--- src/rtl/erx_pkg.sv ---
// Shared emesh definitions for the receive dispatcher: packet field offsets,
// channel numbering for type routing and a constant-evaluable clog2.
package erx_pkg;

    localparam int WRITE_BIT   = 0;
    localparam int DSTADDR_LSB = 8;
    localparam int DSTADDR_W   = 32;
    localparam int CHIPID_LSB  = 20;
    localparam int CHIPID_W    = 12;

    typedef enum logic [1:0] {
        CH_WRITE = 2'd0,
        CH_READ  = 2'd1,
        CH_RESP  = 2'd2
    } erx_type_e;

    function automatic int clog2(input int value);
        int r;
        r = 0;
        while ((1 << r) < value) begin
            r = r + 1;
        end
        return r;
    endfunction

endpackage

--- src/rtl/erx_chfifo.sv ---
// One dispatch channel: a synchronous FIFO with MSB-toggle wrap pointers and
// an occupancy count. Storage is deliberately left out of reset.
module erx_chfifo
    import erx_pkg::*;
#(
    parameter int PW    = 104,
    parameter int DEPTH = 8
) (
    input  logic                           clk,
    input  logic                           nreset,
    input  logic                           push,
    input  logic [PW-1:0]                  din,
    input  logic                           pop,
    output logic [PW-1:0]                  dout,
    output logic                           empty,
    output logic                           full,
    output logic [clog2(DEPTH):0]          count
);

    localparam int AW = clog2(DEPTH);

    logic [PW-1:0] mem [DEPTH];
    logic [AW:0]   wr_ptr;
    logic [AW:0]   rd_ptr;
    logic          do_push;
    logic          do_pop;

    assign empty = (wr_ptr == rd_ptr);
    assign full  = (wr_ptr[AW] != rd_ptr[AW]) && (wr_ptr[AW-1:0] == rd_ptr[AW-1:0]);
    assign count = wr_ptr - rd_ptr;

    // A pop frees the slot in the same edge, so a full FIFO may still accept a push
    assign do_pop  = pop && !empty;
    assign do_push = push && (!full || do_pop);
    assign dout    = mem[rd_ptr[AW-1:0]];

    always_ff @(posedge clk) begin
        if (!nreset) begin
            wr_ptr <= '0;
            rd_ptr <= '0;
        end else begin
            if (do_push) wr_ptr <= wr_ptr + {{AW{1'b0}}, 1'b1};
            if (do_pop)  rd_ptr <= rd_ptr + {{AW{1'b0}}, 1'b1};
        end
    end

    always_ff @(posedge clk) begin
        if (do_push) mem[wr_ptr[AW-1:0]] <= din;
    end

endmodule

--- src/rtl/erx_dispatch.sv ---
// Receive-side dispatcher: steers each incoming emesh packet into a per-channel
// FIFO by packet type or destination address, with drop and stall monitoring.
module erx_dispatch
    import erx_pkg::*;
#(
    parameter int          PW     = 104,
    parameter int          NCH    = 3,
    parameter int          DEPTH  = 8,
    parameter int          MODE   = 0,
    parameter int          ASHIFT = 20,
    parameter logic [11:0] ID     = 12'h800,
    parameter int          AFULL  = 2,
    parameter int          TOW    = 12
) (
    input  logic                clk,
    input  logic                nreset,
    input  logic                rx_access,
    input  logic [PW-1:0]       rx_packet,
    output logic                rx_wait,
    output logic [NCH-1:0]      ch_access,
    output logic [NCH*PW-1:0]   ch_packet,
    input  logic [NCH-1:0]      ch_wait,
    output logic [NCH-1:0]      overflow,
    output logic [15:0]         drop_count,
    output logic [NCH-1:0]      timeout,
    input  logic                clear
);

    localparam int IW         = (clog2(NCH) < 1) ? 1 : clog2(NCH);
    localparam int AW         = clog2(DEPTH);
    localparam int WAIT_LEVEL = DEPTH - AFULL;
    localparam logic [TOW-1:0] TO_MAX = {TOW{1'b1}};
    localparam logic [TOW-1:0] TO_ARM = {{(TOW-1){1'b1}}, 1'b0};

    logic [IW-1:0]  sel;
    logic           sel_ok;
    logic [NCH-1:0] ch_push;
    logic [NCH-1:0] ch_pop;
    logic [NCH-1:0] ch_full;
    logic [NCH-1:0] ch_empty;
    logic [AW:0]    ch_count [NCH];
    logic [NCH-1:0] near_full;
    logic [NCH-1:0] ovf_set;
    logic [NCH-1:0] to_set;
    logic           drop;

    always_comb begin
        sel    = '0;
        sel_ok = 1'b0;
        if (MODE == 0) begin
            sel_ok = 1'b1;
            if (rx_packet[WRITE_BIT])
                sel = IW'(CH_WRITE);
            else if (rx_packet[DSTADDR_LSB + CHIPID_LSB +: CHIPID_W] == ID)
                sel = IW'(CH_RESP);
            else
                sel = IW'(CH_READ);
        end else begin
            sel    = rx_packet[DSTADDR_LSB + ASHIFT +: IW];
            sel_ok = (int'(sel) < NCH);
        end
    end

    genvar k;
    for (k = 0; k < NCH; k++) begin : g_ch
        logic           push_ok;
        logic [AW:0]    cnt_next;
        logic           stall;
        logic [TOW-1:0] stall_cnt;

        assign ch_push[k]   = rx_access && sel_ok && (int'(sel) == k);
        assign ch_pop[k]    = !ch_empty[k] && !ch_wait[k];
        assign ch_access[k] = !ch_empty[k];

        erx_chfifo #(
            .PW    (PW),
            .DEPTH (DEPTH)
        ) u_fifo (
            .clk    (clk),
            .nreset (nreset),
            .push   (ch_push[k]),
            .din    (rx_packet),
            .pop    (ch_pop[k]),
            .dout   (ch_packet[k*PW +: PW]),
            .empty  (ch_empty[k]),
            .full   (ch_full[k]),
            .count  (ch_count[k])
        );

        // Look at post-edge occupancy so the registered rx_wait rises right after the crossing push
        assign push_ok      = ch_push[k] && (!ch_full[k] || ch_pop[k]);
        assign cnt_next     = ch_count[k] + {{AW{1'b0}}, push_ok} - {{AW{1'b0}}, ch_pop[k]};
        assign near_full[k] = (int'(cnt_next) >= WAIT_LEVEL);
        assign ovf_set[k]   = ch_push[k] && ch_full[k] && !ch_pop[k];

        assign stall     = !ch_empty[k] && ch_wait[k];
        assign to_set[k] = stall && (stall_cnt == TO_ARM);

        always_ff @(posedge clk) begin
            if (!nreset)
                stall_cnt <= '0;
            else if (!stall)
                stall_cnt <= '0;
            else if (stall_cnt != TO_MAX)
                stall_cnt <= stall_cnt + {{(TOW-1){1'b0}}, 1'b1};
        end
    end

    assign drop = (rx_access && !sel_ok) || (|ovf_set);

    // A drop coinciding with clear survives it: counter restarts at one
    always_ff @(posedge clk) begin
        if (!nreset) begin
            rx_wait    <= 1'b0;
            overflow   <= '0;
            timeout    <= '0;
            drop_count <= '0;
        end else begin
            rx_wait  <= |near_full;
            overflow <= (clear ? '0 : overflow) | ovf_set;
            timeout  <= (clear ? '0 : timeout) | to_set;
            if (drop)
                drop_count <= clear ? 16'd1 :
                              (drop_count == 16'hFFFF) ? drop_count : drop_count + 16'd1;
            else if (clear)
                drop_count <= '0;
        end
    end

endmodule

--- config.mk ---
export PLATFORM = sky130hd
export DESIGN_NAME = erx_dispatch
export DESIGN_NICKNAME = d
export VERILOG_FILES = /design/src/rtl/erx_pkg.sv /design/src/rtl/erx_chfifo.sv /design/src/rtl/erx_dispatch.sv
export SDC_FILE = /design/constraint.sdc
export NUM_CORES = 2
export LEC_CHECK = 0
export ABC_AREA = 1
export CAP_MARGIN = 20
export CORE_MARGIN = 1
export CORE_UTILIZATION = 50
export CTS_CLUSTER_DIAMETER = 50
export CTS_CLUSTER_SIZE = 8
export DETAILED_ROUTE_END_ITERATION = 8
export GPL_ROUTABILITY_DRIVEN = 1
export PLACE_DENSITY_LB_ADDON = 0.25
export SLEW_MARGIN = 20
export SYNTH_ARGS = -nofsm -noshare
export SYNTH_HDL_FRONTEND = slang
export SYNTH_SLANG_ARGS = --single-unit
--- constraint.sdc ---
create_clock -name clk -period 18.35 [get_ports clk]
set_input_delay 5.505 -clock clk [delete_from_list [all_inputs] [get_ports clk]]
set_output_delay 5.505 -clock clk [all_outputs]
set_load 0.05 [all_outputs]
==> results.md <==
* Hold Fails Final Rpt at 0
* WL final at roughly 260 mm
* Critical path cell sequence: inv_8, buf_4, buf_4, o21ai_0, o22ai_1, nor2_1, a31oi_1, clkdlybuf4s50_1
* # port buffers at about 450
* Vias in the first global route at between 60000 and 70000
* Tot GR Track Use at 0.254
* Post-Layout Cell Count at roughly 11000
* DIE WIDTH at 450 um
* Final clock period utilization by the worst path at 0.596
* Synth top area share at 0.746
* Max cap viols at 0
* Clock root buffer: clkbuf_16
* Area growth syn-to-layout at 17.2%
* Clock transition at the registers of the reported paths at 50 ps
* Via total after detailed routing at between 60000 and 70000
* Remaining Overflow, GRT at 0
* # hold bufs at CTS at 0
* # setup viols final at 0
* Crit path kind: reg -> out
* Crit-path max cell delay at slightly below 900 ps
* Fillers at 15200
* DRC errors left at 0
* Final setup TNS at 0 ps
* FF+latch count, synth at about 2600
* Slew headroom at 0.222
* Static Leakage at roughly 39 nW
* Setup Skew at roughly 65 ps
* Hold crit path type: reg -> reg
* Max Buffers Root-to-Sink at 4
* CP dominant cell by count: buf_4
* Num CTS Buffers at 383
* Post CTS Setup Buffer Count at 0
* Die footprint at 203000 um2
* Total Nets Final at between 8000 and 9000
* Post-cts repair resize count at 0
* Vias per inst at 5.87
* Worst VDD drop at between 0.1 and 0.15 mV
* Highest Clock Rate at roughly 0.09 GHz
* Share of cells above drive strength 1 at 0.0734
* Syn Std Cell Area at between 100000 and 150000 um2
* PwrDens at approximately 130 nW/um2
* Starting Density at 0.503
* TritonCTS clock tree: built
* Core Region at 200000 um2
* Critical-path top delay cell: clkdlybuf4s50_1
* DRT Pass-1 Iters at 6
* EDFF count, synth at about 2500
* Post-synthesis sequential area ratio at 0.764
* Crit path max fanout at roughly 150
* First-pass GRT wire length at between 300 and 400 mm
* Startpoint types: register
* Min Clock Period, post-route at about 11000 ps
* Maximum level of the CTS H-tree at 5
* Mapped Nets at just under 8000
* Status: completed
* Main synth FF type: edfxtp_1
* Worst Path Buf+Inv at 4
* Worst-Margin Slew at around 1200 ps
* # rows at ~160
* Family with the most delay on the worst path: buffers and inverters
* Clock Sinks at approximately 2600
* Required time worst endpoint at between 10000 and 15000 ps
* Post-DP HPWL at ~140 mm
* Ports at around 450
* Post-synth ARST share at 0
* Clk_lat worst skew at around 960 ps
* Die Ht at approximately 450 um
* Crit path DAT at 5440 ps
* Initial antenna violation count at 6
* Gpl congestion at ~0.8
* Routed len/inst at about 24 um
* Synth top area cells: edfxtp_1, nor2_1, o21ai_0
* Crit end category: output port
* Iteration-0 DRC Markers at ~6300
* Pin count of the biggest net entering global routing at roughly 210
* Inst Count DP at roughly 11000
* Post-synthesis cell type count at 44
* Yosys top cell by area: edfxtp_1
* Mean post-synth cell area at 12.9 um2
* Cells after Synth at 7766
* Synth Warn # at 0
* Slew Viols, Final at 0
* RSZ-0062 raised after global routing: false
* Antenna-violating nets left at 0
## per-layer routing
metal / track usage / share of wire / vias to the layer above
li1: - / - / 29100
met1: 0.338 / 0.41 / 32100
met2: 0.415 / 0.48 / 2636
met3: 0.0418 / 0.071 / 502
met4: 0.110 / 0.041 / 0
met5: 0 / 0 / -
## flip-flops by register name (all words and copies together) (netlist names), named ones only
register            count
g_ch.u_fifo.rd_ptr     12
timeout                 3
rx_wait                 1
g_ch.stall_cnt         36
drop_count             16
g_ch.u_fifo.wr_ptr     12
g_ch.u_fifo.mem      2496
overflow                3
## placed cells by master, fill, tap and decap left out, types with 10 or more instances in the layout
cell and instances:
edfxtp_1 2496, nor2_1 2261, o21ai_0 1280, clkdlybuf4s50_1 448, clkbuf_16 387, a31oi_1 318, o22ai_1 312, nand2_1 135
buf_4 116, inv_1 102, dfxtp_1 86, a21oi_1 56, nand3_1 48, clkbuf_1 41, ha_1 25, nand4_1 23
xor2_1 14, nor3_2 14, xnor2_1 14, nor2_4 12, nor3_1 10
## logic make-up after synthesis
group                    synth area share
AO/OA/AOI/OAI                       0.107
XOR/XNOR                          0.00277
adder cells (fa/ha/maj)           0.00491
buffers and inverters              0.0244
flip-flops                          0.764
AND/OR/NAND/NOR                    0.0970
## path summary, 6_finish.rpt
| kind | slack [ps] | from | cells after the start | end |
|---|---|---|---|---|
| max | 7410 | register | 8 | ch_packet[46] |
| min | 460 | g_ch[2].stall_cnt[6] | 1 | g_ch[2].stall_cnt[6] |
| max reg2reg | 13650 | g_ch[2].u_fifo.wr_ptr[2] | 13 | g_ch[2].u_fifo.mem[6][18] |
| min reg2reg | 460 | g_ch[2].stall_cnt[6] | 1 | g_ch[2].stall_cnt[6] |
## power breakdown
group	internal, mW	switching (mW)	leakage [nW]	total [mW]
logic	0.652	1.71	10.5	2.36
registers	6.55	0.0480	23.3	6.60
clock network	3.77	2.31	4.99	6.09
total	11.0	4.07	38.8	15.0
## Yosys cell counts (2+ instances only)
| library cell | number |
|---|---|
| nor3_2 | 2 |
| nand4_1 | 23 |
| o211ai_1 | 2 |
| buf_2 | 115 |
| dfxtp_1 | 92 |
| inv_1 | 105 |
| edfxtp_1 | 2496 |
| nand2_2 | 3 |
| nor2_1 | 2273 |
| ha_1 | 25 |
| xnor2_1 | 14 |
| o21ai_0 | 1280 |
| nand2_1 | 135 |
| o22ai_1 | 312 |
| buf_1 | 48 |
| nor3_1 | 22 |
| a211oi_1 | 2 |
| a21oi_1 | 56 |
| nand3_1 | 48 |
| clkbuf_1 | 324 |
| buf_6 | 2 |
| nand3_2 | 2 |
| a31oi_1 | 318 |
| or2_2 | 7 |
| xor2_1 | 14 |
| nor2_2 | 6 |
| clkinv_1 | 5 |
| inv_2 | 9 |
| fa_1 | 9 |
| nor4_1 | 3 |
## area by class of cell
cell class / instances / area, um2 / share of cell area
Clock buffer: 430 / 9870 / 0.0838
Clock inverter: 29 / 327 / 0.00277
Sequential cell: 2588 / 76800 / 0.652
Antenna cell: 2 / 5.00 / 0.0000425
Multi-Input combinational cell: 4569 / 21400 / 0.181
Tap cell: 2656 / 3320 / 0.0282
Timing Repair Buffer: 572 / 5540 / 0.0471
Inverter: 119 / 514 / 0.00437
## stage by stage
| step | util | setup slack, ps | total power, mW | hold WS [ps] | area (um2) |
|---|---|---|---|---|---|
| 6_report | 0.590 | 7410 | 15.0 | 459 | 118000 |
| 5_1_grt | 0.590 | 7080 | 15.5 | 475 | 118000 |
| 4_1_cts | 0.589 | 7020 | 15.1 | 453 | 118000 |
| 3_5_place_dp | 0.538 | 7840 | 9.06 | 442 | 107000 |
| 3_3_place_gp | 0.538 | 7910 | 9.03 | 444 | 107000 |
| 2_1_floorplan | - | 4240 | 8.19 | 422 | 100000 |
Power figures use the tool's default switching activity.
